[src/rtl/bcd_pkg.sv]
// Shared types and constants for the BCD conversion and seven-segment display block.
// Latency: n/a (declarations only).
// Backpressure: n/a (declarations only).
// Contents: conversion FSM state enum, digit count, active-low segment patterns (bit 6 = g .. bit 0 = a).
package bcd_pkg;

    typedef enum logic [1:0] {
        ST_IDLE    = 2'd0,
        ST_CONVERT = 2'd1,
        ST_DONE    = 2'd2
    } state_e;

    localparam int NUM_DIGITS = 5;
    localparam int BCD_W      = 4 * NUM_DIGITS;
    localparam int BIN_W      = 16;

    // Active-low segment patterns, gfedcba.
    localparam logic [6:0] SEG_0     = 7'b1000000;
    localparam logic [6:0] SEG_1     = 7'b1111001;
    localparam logic [6:0] SEG_2     = 7'b0100100;
    localparam logic [6:0] SEG_3     = 7'b0110000;
    localparam logic [6:0] SEG_4     = 7'b0011001;
    localparam logic [6:0] SEG_5     = 7'b0010010;
    localparam logic [6:0] SEG_6     = 7'b0000010;
    localparam logic [6:0] SEG_7     = 7'b1111000;
    localparam logic [6:0] SEG_8     = 7'b0000000;
    localparam logic [6:0] SEG_9     = 7'b0010000;
    localparam logic [6:0] SEG_BLANK = 7'b1111111;

endpackage

[src/rtl/seg7_decoder.sv]
// Seven-segment lookup: one BCD code to an active-low gfedcba pattern; non-decimal codes go dark.
// Latency: combinational, zero cycles.
// Backpressure: none; pure function of the input code.
// Ports: in_code [3:0] digit code; out_seg [6:0] active-low segments (bit 6 = g .. bit 0 = a).
module seg7_decoder
    import bcd_pkg::*;
(
    input  logic [3:0] in_code,
    output logic [6:0] out_seg
);

    always_comb begin
        out_seg = SEG_BLANK;
        case (in_code)
            4'd0:    out_seg = SEG_0;
            4'd1:    out_seg = SEG_1;
            4'd2:    out_seg = SEG_2;
            4'd3:    out_seg = SEG_3;
            4'd4:    out_seg = SEG_4;
            4'd5:    out_seg = SEG_5;
            4'd6:    out_seg = SEG_6;
            4'd7:    out_seg = SEG_7;
            4'd8:    out_seg = SEG_8;
            4'd9:    out_seg = SEG_9;
            default: out_seg = SEG_BLANK;
        endcase
    end

endmodule

[src/rtl/bcd_display_controller.sv]
// 16-bit binary to 5-digit BCD converter (shift-add-3) driving a multiplexed 5-digit seven-segment display.
// Latency: start edge to out_done is 17 cycles (16 CONVERT cycles, then one DONE cycle); scanner is free-running.
// Backpressure: none; in_start is only honoured in IDLE, requests arriving while busy or done are dropped.
// Ports: in_clk clock; in_reset_n sync active-low reset; in_value/in_start conversion request;
//        in_blank_zeros leading-zero blanking; out_busy/out_done status; out_bcd_value registered result;
//        out_seg active-low segments; out_an active-low digit enables (bit 0 = units).
module bcd_display_controller
    import bcd_pkg::*;
#(
    parameter int unsigned SCAN_DIV = 50000
)
(
    input  logic                  in_clk,
    input  logic                  in_reset_n,
    input  logic [BIN_W-1:0]      in_value,
    input  logic                  in_start,
    input  logic                  in_blank_zeros,
    output logic                  out_busy,
    output logic                  out_done,
    output logic [BCD_W-1:0]      out_bcd_value,
    output logic [6:0]            out_seg,
    output logic [NUM_DIGITS-1:0] out_an
);

    localparam int PW = (SCAN_DIV > 1) ? $clog2(SCAN_DIV) : 1;
    localparam logic [PW-1:0] PRESC_LAST = PW'(SCAN_DIV - 1);

    // ---------------- conversion FSM ----------------
    state_e           state_q, state_d;
    logic [BIN_W-1:0] shift_q, shift_d;
    logic [BCD_W-1:0] acc_q,   acc_d;
    logic [BCD_W-1:0] adj;
    logic [3:0]       cnt_q,   cnt_d;
    logic [BCD_W-1:0] bcd_q,   bcd_d;

    // Pre-shift correction: any nibble >= 5 would reach >= 10 after doubling, so bias it by 3
    // to make the carry into the next decade happen on the shift.
    always_comb begin
        adj = acc_q;
        for (int i = 0; i < NUM_DIGITS; i++) begin
            if (acc_q[4*i +: 4] >= 4'd5) begin
                adj[4*i +: 4] = acc_q[4*i +: 4] + 4'd3;
            end
        end
    end

    always_comb begin
        state_d = state_q;
        shift_d = shift_q;
        acc_d   = acc_q;
        cnt_d   = cnt_q;
        bcd_d   = bcd_q;
        case (state_q)
            ST_IDLE: begin
                if (in_start) begin
                    shift_d = in_value;
                    acc_d   = '0;
                    cnt_d   = '0;
                    state_d = ST_CONVERT;
                end
            end
            ST_CONVERT: begin
                {acc_d, shift_d} = {adj, shift_q} << 1;
                cnt_d = cnt_q + 4'd1;
                if (cnt_q == 4'd15) begin
                    // Last bit shifted in: the freshly shifted accumulator is the final result.
                    bcd_d   = acc_d;
                    state_d = ST_DONE;
                end
            end
            ST_DONE: begin
                state_d = ST_IDLE;
            end
            default: begin
                state_d = ST_IDLE;
            end
        endcase
    end

    always_ff @(posedge in_clk) begin
        if (!in_reset_n) begin
            state_q <= ST_IDLE;
            shift_q <= '0;
            acc_q   <= '0;
            cnt_q   <= '0;
            bcd_q   <= '0;
        end else begin
            state_q <= state_d;
            shift_q <= shift_d;
            acc_q   <= acc_d;
            cnt_q   <= cnt_d;
            bcd_q   <= bcd_d;
        end
    end

    assign out_busy      = (state_q == ST_CONVERT);
    assign out_done      = (state_q == ST_DONE);
    assign out_bcd_value = bcd_q;

    // ---------------- display scanner ----------------
    logic [PW-1:0] presc_q, presc_d;
    logic [2:0]    dig_q,   dig_d;
    logic [3:0]    cur_code;
    logic          blank_cur;
    logic [6:0]    seg_raw;
    logic [NUM_DIGITS-1:0] an_sel;

    always_comb begin
        presc_d = presc_q + PW'(1);
        dig_d   = dig_q;
        if (presc_q == PRESC_LAST) begin
            presc_d = '0;
            dig_d   = (dig_q == 3'(NUM_DIGITS - 1)) ? 3'd0 : dig_q + 3'd1;
        end
    end

    always_ff @(posedge in_clk) begin
        if (!in_reset_n) begin
            presc_q <= '0;
            dig_q   <= '0;
        end else begin
            presc_q <= presc_d;
            dig_q   <= dig_d;
        end
    end

    // A digit is a leading zero when it and every more-significant digit are zero.
    // The units digit is always lit so a zero result still shows "0".
    always_comb begin
        cur_code  = bcd_q[3:0];
        blank_cur = 1'b0;
        case (dig_q)
            3'd1: begin
                cur_code  = bcd_q[7:4];
                blank_cur = in_blank_zeros && (bcd_q[19:4] == '0);
            end
            3'd2: begin
                cur_code  = bcd_q[11:8];
                blank_cur = in_blank_zeros && (bcd_q[19:8] == '0);
            end
            3'd3: begin
                cur_code  = bcd_q[15:12];
                blank_cur = in_blank_zeros && (bcd_q[19:12] == '0);
            end
            3'd4: begin
                cur_code  = bcd_q[19:16];
                blank_cur = in_blank_zeros && (bcd_q[19:16] == '0);
            end
            default: begin
                cur_code  = bcd_q[3:0];
                blank_cur = 1'b0;
            end
        endcase
    end

    seg7_decoder u_seg7 (
        .in_code (cur_code),
        .out_seg (seg_raw)
    );

    assign an_sel  = NUM_DIGITS'(1) << dig_q;
    assign out_an  = blank_cur ? '1 : ~an_sel;
    assign out_seg = blank_cur ? SEG_BLANK : seg_raw;

endmodule

[config.mk]
export PLATFORM = sky130hd
export DESIGN_NAME = bcd_display_controller
export DESIGN_NICKNAME = d
export VERILOG_FILES = /design/src/rtl/bcd_pkg.sv /design/src/rtl/seg7_decoder.sv /design/src/rtl/bcd_display_controller.sv
export SDC_FILE = /design/constraint.sdc
export NUM_CORES = 1
export LEC_CHECK = 0
export CORE_ASPECT_RATIO = 0.75
export CORE_MARGIN = 2
export CORE_UTILIZATION = 44
export CTS_BUF_LIST = sky130_fd_sc_hd__clkbuf_16
export CTS_CLUSTER_DIAMETER = 200
export DETAILED_ROUTE_END_ITERATION = 16
export GPL_ROUTABILITY_DRIVEN = 0
export MAX_ROUTING_LAYER = met4
export PLACE_DENSITY_LB_ADDON = 0.25
export SYNTH_ARGS = -nofsm -noshare
export SYNTH_HDL_FRONTEND = slang
export SYNTH_SLANG_ARGS = --single-unit
export TNS_END_PERCENT = 1
[constraint.sdc]
create_clock -name in_clk -period 2.6 [get_ports in_clk]
set_input_delay 0.26 -clock in_clk [delete_from_list [all_inputs] [get_ports in_clk]]
set_output_delay 0.26 -clock in_clk [all_outputs]
set_load 0.01 [all_outputs]
==> results of run 1 <==
==> cell families after synthesis <==
group | Yosys count | synth area share
AOI/OAI and AO/OA | 144 | 0.231
xor gates and xnor gates | 20 | 0.0416
adders and majority gates | 20 | 0.0594
buffers and inverters | 46 | 0.0427
DFF | 81 | 0.385
muxes | 9 | 0.0232
and+or+nand+nor | 188 | 0.218
==> worst min path at each step <==
stage | to | slack (ns) | startpoint | depth (start not counted)
final | presc_q[0]$_SDFF_PP0_ | 0.47 | presc_q[0]$_SDFF_PP0_ | 1
after CTS | presc_q[0]$_SDFF_PP0_ | 0.47 | presc_q[0]$_SDFF_PP0_ | 1
after floorplan | presc_q[0]$_SDFF_PP0_ | 0.43 | presc_q[0]$_SDFF_PP0_ | 1
after global routing | acc_q[17]$_SDFFE_PN0P_ | 0.51 | acc_q[17]$_SDFFE_PN0P_ | 1
after global placement | presc_q[0]$_SDFF_PP0_ | 0.44 | presc_q[0]$_SDFF_PP0_ | 1
after detailed placement | presc_q[0]$_SDFF_PP0_ | 0.46 | presc_q[0]$_SDFF_PP0_ | 1
==> metal layers <==
| layer | track usage | routed length, µm |
|---|---|---|
| met5 | - | 0 |
| met4 | 0.0620 | 123 |
| met1 | 0.294 | 5200 |
| met3 | 0.0541 | 603 |
| met2 | 0.357 | 4940 |
==> where the power goes <==
group | switching [mW] | internal (mW) | total, mW
Sequential | 0.0256 | 1.27 | 1.29
Clock | 0.470 | 0.626 | 1.10
Combinational | 0.0796 | 0.0729 | 0.152
==> synth_stat cells (all sizes together) (8+ instances only) <==
cell	count	share of area
dfxtp	81	0.38
nand2	68	0.061
o21ai	44	0.052
nor2	37	0.033
a21oi	29	0.034
clkbuf	25	0.022
nand3	22	0.026
ha	20	0.059
inv	19	0.017
a21boi	15	0.027
o221ai	15	0.031
a22o	12	0.025
xor2	11	0.023
o211a	10	0.024
xnor2	9	0.019
and2	8	0.012
nand2b	8	0.012
nor3	8	0.0095
==> registers in the layout, indices dropped and copies added, names as in the netlist <==
name,flops
shift_q,16
presc_q,16
cnt_q,4
acc_q,20
state_q,2
dig_q,3
out_bcd_value,20
==> through the flow <==
step	instance area, µm²	setup TNS [ns]	util
finish	5450	-1.60	0.593
floorplan	4240	0	-
global placement	5040	-2.02	0.548
detailed placement	5040	-2.43	0.548
global route	5450	-2.13	0.593
CTS	5410	-1.74	0.588
==> what timing repair did <==
action	CTS	global route
setup buffers	5	2
endpoints found under the hold margin	0	0
endpoints found under the setup margin	11	11
pin swaps	8	7
gates resized for setup	56	17
hold buffers	0	0
==> critical path: cells and delay by family, from the launching register on <==
family | cells | cell delay (ns)
fa+ha+maj | 1 | 0.15
buf+inv | 2 | 0.14
flops | 1 | 0.37
mux | 1 | 0.31
simple gates | 4 | 1.32
==> final cells by class <==
type	instances	share of cell area
clock buffer	9	0.0413
clock inverter	5	0.00482
inverter	19	0.0140
multi-input combinational	381	0.469
sequential	81	0.299
tap	128	0.0294
timing repair buffer	90	0.143
==> key figures, run 1 <==
Pwr
  • Overall power consumption: 2.54 mW
  • Leak: 2.20 nW
  • Total power divided by cell area: approximately 470 nW/µm²
  • Worst IR drop on VDD: between 0.0002 and 0.00025 V

Clocking
  • Maximum count of clock buffers along a single path: 2
  • Latest clock arrival within the worst-skew pair: 0.33 ns
  • Clock root buffer: sky130_fd_sc_hd__clkbuf_16
  • CTS clock-pin slew for the worst setup and hold paths: approximately 0.060 ns
  • Clock net sink count: 81
  • CTS HTree Levels: 3
  • CTS tree: built
  • Inserted Clock Buffers: 9

Global routing
  • Number of global-route vias before repair: between 3000 and 4000
  • Wire length of the first global-routing pass: 18.0 mm
  • Maximum number of pins on one net before global-route repair: 33
  • Antenna violations before repair: 0
  • Remaining global-route overflow: 0
  • Overall global routing resource usage: 0.227

Detailed routing
  • Residual antenna-violating net count after detailed routing: 0
  • Via-to-Cell Ratio: approximately 5.5
  • Post-Route WL: 10.9 mm
  • Drt first pass iters: 4
  • Routed length per instance: roughly 15 µm
  • Drc violations: 0
  • Via count: 3917
  • Count of routing violations after the opening detailed-route iteration: around 190

Logic synthesis
  • Synthesized Nets: between 500 and 600
  • Cell count after synthesis: between 500 and 600
  • Synth Flop Type: sky130_fd_sc_hd__dfxtp_1
  • Mean post-synth cell area: 8.30 µm²
  • Portion of the post-synthesis area used by sequential elements: 0.385
  • Post-synthesis instance area: ~4200 µm²
  • Share of flip-flops with an asynchronous set or reset after synthesis: 0
  • Synth warnings: 0
  • Synthesized flop and latch total: 81
  • Number of enable-type register cells in the synthesized netlist: 0
  • Number of distinct standard cells referenced by the synthesized netlist: 50

Finish
  • Ant diodes: 0
  • Fin nets: between 600 and 700
  • Fill cell instance count of the final layout: roughly 840
  • Area Growth Syn to Fin: 29.4%
  • Area of the multi-input gates: around 2600 µm²
  • Proportion of layout cells with a drive suffix above 1: 0.166
  • Most frequent standard cell in the layout excluding fill and tap cells: sky130_fd_sc_hd__dfxtp_1
  • Commonest cells after routing, fill and taps aside: 79 x sky130_fd_sc_hd__dfxtp_1, 68 x sky130_fd_sc_hd__nand2_1, 42 x sky130_fd_sc_hd__clkdlybuf4s50_1
  • Sequential Area: between 1500 and 2000 µm²
  • Non-Filler Instances: between 700 and 800

STA
  • Minimum setup slack in the final design: -0.272 ns
  • Number of hold violations in the final report: 0
  • Slew of the pin with the lowest slew margin: approximately 0.55 ns
  • Clock Skew: between 0.006 and 0.007 ns
  • Post-route fraction of the period consumed by the critical path: 1.10
  • Max Clock Freq: about 350 MHz
  • Final number of setup-violating endpoints: 7
  • Post-layout min period: ~2.9 ns
  • Worst Hold Slack: 0.467 ns
  • Max-slew violation total from the final report: 0
  • RSZ-0062 raised after global routing: true
  • Rel. slew slack: 0.633

Run status
  • Status: finished with violations
  • Violations in the final reports: setup timing

Placed design
  • Total placed cells including tap cells: roughly 690
  • Port bufs: 53
  • Setup slack after placement: -0.427 ns
  • Detailed Place HPWL: between 7 and 8 mm

Floorplanning
  • Initial Util: 0.458
  • Width of the die: around 120 µm
  • Number of rows in the core area: 30
  • Area of the placeable core: 9200 µm²
  • Vert. Die Dim: between 80 and 90 µm
  • I/O pins: between 50 and 60
  • Floorplan die area: 10400 µm²

Worst setup path
  • Critical Path End Type: output pin
  • Setup crit start kind: flop
  • Crit-path max FO: 5
  • CP Cell Sequence: inv_4 > ha_4 > or4_4 > and2_4 > mux2_4 > or4b_4 > nand3_2 > buf_6
  • Reg2reg end: dig_q[1]$_SDFFE_PN0P_
  • Critical Setup Path Class: reg2out
  • Startpoint of the most critical register-to-register path: presc_q[0]$_SDFF_PP0_
  • Slowest CP cell: sky130_fd_sc_hd__or4_4
  • Launching instance or port of the critical path: dig_q[1]$_SDFFE_PN0P_
  • Setup slack of the most critical reg-to-reg path: about 0.68 ns
  • Critical Path AT: between 2 and 3 ns
  • Delay of the slowest cell on the worst path: ~0.53 ns
  • Worst reg-to-reg path cell count: 5
  • Worst Setup EP: out_seg[3]
  • Critical Path RT: between 2 and 2.5 ns

Hold path
  • Hold Crit Class: reg2reg

Flow run
  • Max-capacitance violation count: 0
(Power assumes the default switching activity.)
==> run 2, diff against run 1 <==
CELL_PAD_IN_SITES_DETAIL_PLACEMENT = 0   (was not set)
CELL_PAD_IN_SITES_GLOBAL_PLACEMENT = 1   (was not set)
CORE_UTILIZATION = 41   (was 44)
clock period = 3.2 ns   (was 2.6 ns; I/O delays follow)
==> key figures, run 2 (synthesis results as in run 1) <==
Run status
  • Status: finished with violations
  • Violations in the final reports: setup timing

STA
  • Clock Skew: 0.00561 ns (-0.000768 ns)
  • Minimum setup slack in the final design: -0.119 ns (+0.154 ns)
  • Worst Hold Slack: 0.469 ns (+0.00215 ns)
  • Max-slew violation total from the final report: 0 (unchanged)
  • Slew of the pin with the lowest slew margin: 0.603 ns (+0.0520 ns)
  • Setup TNS after final layout: -0.119 ns (+1.48 ns)
  • Post-layout min period: approximately 3.3 ns
  • Rel. slew slack: 0.597 (-0.0359)
  • Final number of setup-violating endpoints: 1 (-6)
  • RSZ-0062 raised after global routing: true
  • Number of hold violations in the final report: 0 (unchanged)
  • Max Clock Freq: 301 MHz
  • Post-route fraction of the period consumed by the critical path: 1.04

Hold path
  • Endpoint with the worst hold slack: presc_q[0]$_SDFF_PP0_
  • Hold Crit Class: reg2reg
  • Start point of the worst hold path: presc_q[0]$_SDFF_PP0_
  • Hold Crit Depth: 1 (unchanged)

Detailed routing
  • Drt first pass iters: 5 (+1)
  • Via count: 3832 (-2.2%)
  • Residual antenna-violating net count after detailed routing: 0 (unchanged)
  • Post-Route WL: 10.4 mm (-4.0%)
  • Count of routing violations after the opening detailed-route iteration: 292 (+53%)
  • Routed length per instance: 14.9 µm (-2.1%)
  • Drc violations: 0 (unchanged)
  • Via-to-Cell Ratio: 5.48 (-0.21%)

Worst setup path
  • Slowest CP cell: sky130_fd_sc_hd__or4_4
  • CP Cell Sequence: inv_1 > ha_1 > or4_4 > and2_4 > a41oi_4 > inv_1 > xnor2_1 > o32a_1 > clkdlybuf4s50_1
  • Setup slack of the most critical reg-to-reg path: 1.26 ns (+0.58 ns)
  • Family of cells with the greatest summed delay on the critical path: simple AND/OR/NAND/NOR gates
  • Critical Path End Type: output pin
  • Delay of the slowest cell on the worst path: 0.50 ns (-0.03 ns)
  • Most prevalent standard cell on the critical path: sky130_fd_sc_hd__inv_1
  • Number of buffers and inverters on the critical path: 3 (+1)
  • Reg2reg end: out_bcd_value[11]$_SDFFE_PN0P_
  • Worst reg-to-reg path cell count: 8 (+3)
  • Startpoint of the most critical register-to-register path: state_q[1]$_SDFFE_PN0P_
  • Crit-path max FO: 9 (+4)
  • Critical Path RT: 2.88 ns (+0.54 ns)
  • Critical Path AT: 3.00 ns (+0.39 ns)
  • Setup crit start kind: flop
  • Critical Setup Path Class: reg2out

Placed design
  • Port bufs: 53 (unchanged)
  • Detailed Place HPWL: 7.37 mm (-4.5%)
  • Total placed cells including tap cells: 683 (-1.3%)
  • Setup slack after placement: 0.00234 ns (+0.429 ns)

Finish
  • Most frequent standard cell in the layout excluding fill and tap cells: sky130_fd_sc_hd__dfxtp_1
  • Fill cell instance count of the final layout: 975 (+16%)
  • Fin nets: 598 (-3.9%)
  • Ant diodes: 0 (unchanged)
  • Area Growth Syn to Fin: 22.8%
  • Commonest cells after routing, fill and taps aside: 80 x sky130_fd_sc_hd__dfxtp_1, 68 x sky130_fd_sc_hd__nand2_1, 47 x sky130_fd_sc_hd__clkdlybuf4s50_1
  • Proportion of layout cells with a drive suffix above 1: 0.0835 (-0.0823)
  • Non-Filler Instances: 699 (-2.0%)

Floorplanning
  • Initial Util: 0.416 (-0.0422)
  • Number of rows in the core area: 32 (+6.7%)
  • Width of the die: 121 µm (+3.5%)
  • Area of the placeable core: 10100 µm² (+10%)
  • Floorplan die area: 11100 µm² (+7.0%)
  • I/O pins: 54 (unchanged)
  • Vert. Die Dim: 91.8 µm (+3.4%)

Global routing
  • Overall global routing resource usage: 0.194 (-0.0328)
  • Antenna violations before repair: 0 (unchanged)
  • Maximum number of pins on one net before global-route repair: 34 (+3.0%)
  • Remaining global-route overflow: 0 (unchanged)
  • Wire length of the first global-routing pass: 16.8 mm (-6.7%)
  • Number of global-route vias before repair: 3388 (-10%)

Pwr
  • Leak: 2.07 nW (-5.7%)
  • Worst IR drop on VDD: 0.000230 V (-7.3%)
  • Total power divided by cell area: 401 nW/µm² (-14%)
  • Overall power consumption: 2.08 mW (-18%)

Clocking
  • Postcts setup bufs: 0 (-5)
  • Latest clock arrival within the worst-skew pair: 0.33 ns (about the same)
  • Clock net sink count: 81 (unchanged)
  • Clock root buffer: sky130_fd_sc_hd__clkbuf_16
  • Resize count post-CTS: 9 (-84%)
  • CTS tree: built
  • CTS clock-pin slew for the worst setup and hold paths: 0.06 ns (about the same)
  • Inserted Clock Buffers: 9 (unchanged)
  • CTS HTree Levels: 3 (unchanged)
  • Post-CTS Hold Buffers: 0 (unchanged)
  • Maximum count of clock buffers along a single path: 2 (unchanged)

Flow run
  • Max-capacitance violation count: 0 (unchanged)
run 2: final cells by class:
class                           count  area, µm²  area share
Multi-Input combinational cell    381       2440       0.472
Sequential cell                    81       1620       0.314
Timing Repair Buffer               66        611       0.118
Clock buffer                        9        225      0.0435
Tap cell                          136        170      0.0329
Inverter                           19       71.3      0.0138
Clock inverter                      7       31.3     0.00604
run 2: worst max-delay path by stage:
stage                                     start         end  slack [ns]  cells after the start
final                     dig_q[0]$_SDFFE_PN0P_  out_seg[6]       -0.12                      9
after detailed placement  dig_q[0]$_SDFFE_PN0P_  out_seg[2]       0.002                      9
after global placement    dig_q[0]$_SDFFE_PN0P_  out_seg[2]        0.09                      9
after CTS                 dig_q[0]$_SDFFE_PN0P_  out_seg[6]       -0.13                      9
after floorplan           dig_q[0]$_SDFFE_PN0P_  out_seg[2]        0.46                     10
after global routing      dig_q[0]$_SDFFE_PN0P_  out_seg[6]       -0.25                      9
run 2: layer usage:
metal | vias to the layer above | share of wire | GRT usage
met2 | 94 | 0.43 | 0.272
met5 | - | 0 | -
li1 | 1913 | - | -
met4 | 0 | 0.011 | 0.0581
met1 | 1812 | 0.52 | 0.281
met3 | 13 | 0.043 | 0.0379
run 2: power breakdown:
part           internal (mW)  switching (mW)  leakage (nW)  total, mW
combinational         0.0575          0.0643          1.28      0.122
sequential              1.03          0.0203         0.658       1.05
clock                  0.510           0.391         0.134      0.900
run 2: per-stage QoR:
stage	instance area, µm²	util
detailed placement	4910	0.484
finish	5170	0.511
floorplan	4220	-
CTS	5170	0.511
global route	5170	0.511
global placement	4910	0.484
==> RTL change: new RTL, flow settings as in run 1 <==
Set the parameter `SCAN_DIV` to 100000 (it was 50000).
--- a/src/rtl/bcd_display_controller.sv
+++ b/src/rtl/bcd_display_controller.sv
@@ -8,5 +8,5 @@
     import bcd_pkg::*;
 #(
-    parameter int unsigned SCAN_DIV = 50000
+    parameter int unsigned SCAN_DIV = 100000
 )
 (
Function: same outputs for any inputs over 10 cycles, from zero or initial values and one cycle with in_reset_n low; that may be too few to reach the edited logic, so the function may still have changed.
==> RTL change against run 1 <==
- die area is 0.11% higher
- area after synthesis is 0.12% higher
- setup slack better by 0.067 ns
- total power is 6.9% higher
- the flow still finishes with violations (setup timing)
- critical path depth is 2 higher
- final cell count is 0.56% lower
- first-iteration DRC count is 3.7% lower
- wire length is 0.31% higher
- largest cell class unchanged
- global-route usage is 0.46 points lower
- cell area is 0.71% higher
- sequential cell count is 1 higher
==> RTL change: results (changes against run 1) <==
power:
  max-vdd-ir-drop_mv: 0.3615  # was 0.2482 mV
  power.switching_uw: 609.7  # was 574.7 uW
  power_clock_uw: 1220  # was 1100 uW
  pg_comb_uw: 180  # was 152 uW
  clockPowerShare: 0.450  # was 0.431
placement:
  pre_cts_slack_ns: -0.3764  # was -0.4270 ns
  place_area_sq_um: 5089  # was 5044 sq um
  dpl.cell_count: 690  # was 692
  hpwlAfterDp_um: 7813  # was 7714 um
finish:
  drive_gt1_frac: 0.1687  # was 0.1658
  fill_cells: 817  # was 837
  nets: 616  # was 622
  multi_input_cells: 366  # was 381
  nonClockBufferCount: 93  # was 90
  inv_count: 24  # was 19
  clkCellAreaFrac: 0.05262  # was 0.04611
timing:
  setup_violations: 11  # was 7
  fin_ws_ns: -0.2052  # was -0.2721 ns
  skew_ns: 0.008080  # was 0.006376 ns
  hold_ws_ns: 0.4603  # was 0.4669 ns
route:
  wl_met2_um: 4831  # was 4942 um
  dr.pass1.iters: 5  # was 4
  met1_length_um: 5480  # was 5202 um
yosys:
  synth.cells.most_frequent: "dfxtp_1 (82), nor2_1 (60), nand2_1 (50)"  # was dfxtp_1 (81), nand2_1 (68), o21ai_0 (41)
  synth_cells: 497  # was 508
  syn_nets: 537  # was 548
  synth_seq_cells: 82  # was 81
  synth.area.top_cells: "dfxtp_1 (39%), ha_1 (5.9%), nor2_1 (5.3%), nand2_1 (4.4%), o21ai_0 (3.4%)"  # was dfxtp_1 (38%), nand2_1 (6.1%), ha_1 (5.9%), o21ai_0 (4.9%), a21oi_1 (3.4%)
  netlist.area_leader.share: 0.3890  # was 0.3847
setup_path:
  r2r_slack_ns: 0.45  # was 0.68 ns
  crit_path_start: "dig_q[0]"  # was dig_q[1]
global_route:
  gr-usage-all-layers: 0.2225  # was 0.2271
  first_global_vias: 3617  # was 3,781
  grt_util_met1: 0.3055  # was 0.2939
  grt_pass1_wl_um: 17570  # was 18,000 um
status:
  status: "complete, but fails checks"  # unchanged
  violations: "setup timing"  # unchanged
## RTL change: cell count changes after synthesis, sizes merged, moves of 3 or more
cell	before	now
a21boi	15	11
a21oi	29	24
a222oi	0	6
inv	19	24
nand2	68	50
nor2	37	60
o21ai	44	29
o221ai	15	9
or3	3	0
xnor2	9	13
xor2	11	8
## RTL change: kinds of logic (layout without fill, tap and decap cells)
group	after synthesis	in the layout	synth area share
DFF	82	82	0.3890
xor gates and xnor gates	21	21	0.04358
AOI/OAI and AO/OA	120	120	0.2075
and+or+nand+nor	194	194	0.2235
adders and majority gates	20	20	0.05929
buffers and inverters	50	133	0.04684
muxes	10	11	0.03024
## RTL change: repair_timing
item	in CTS	in global routing
pin swaps	9	8
setup endpoints to repair	11	11
hold endpoints to repair	0	0
setup buffers	1	1
cloned	1	0
gates resized for setup	61	6
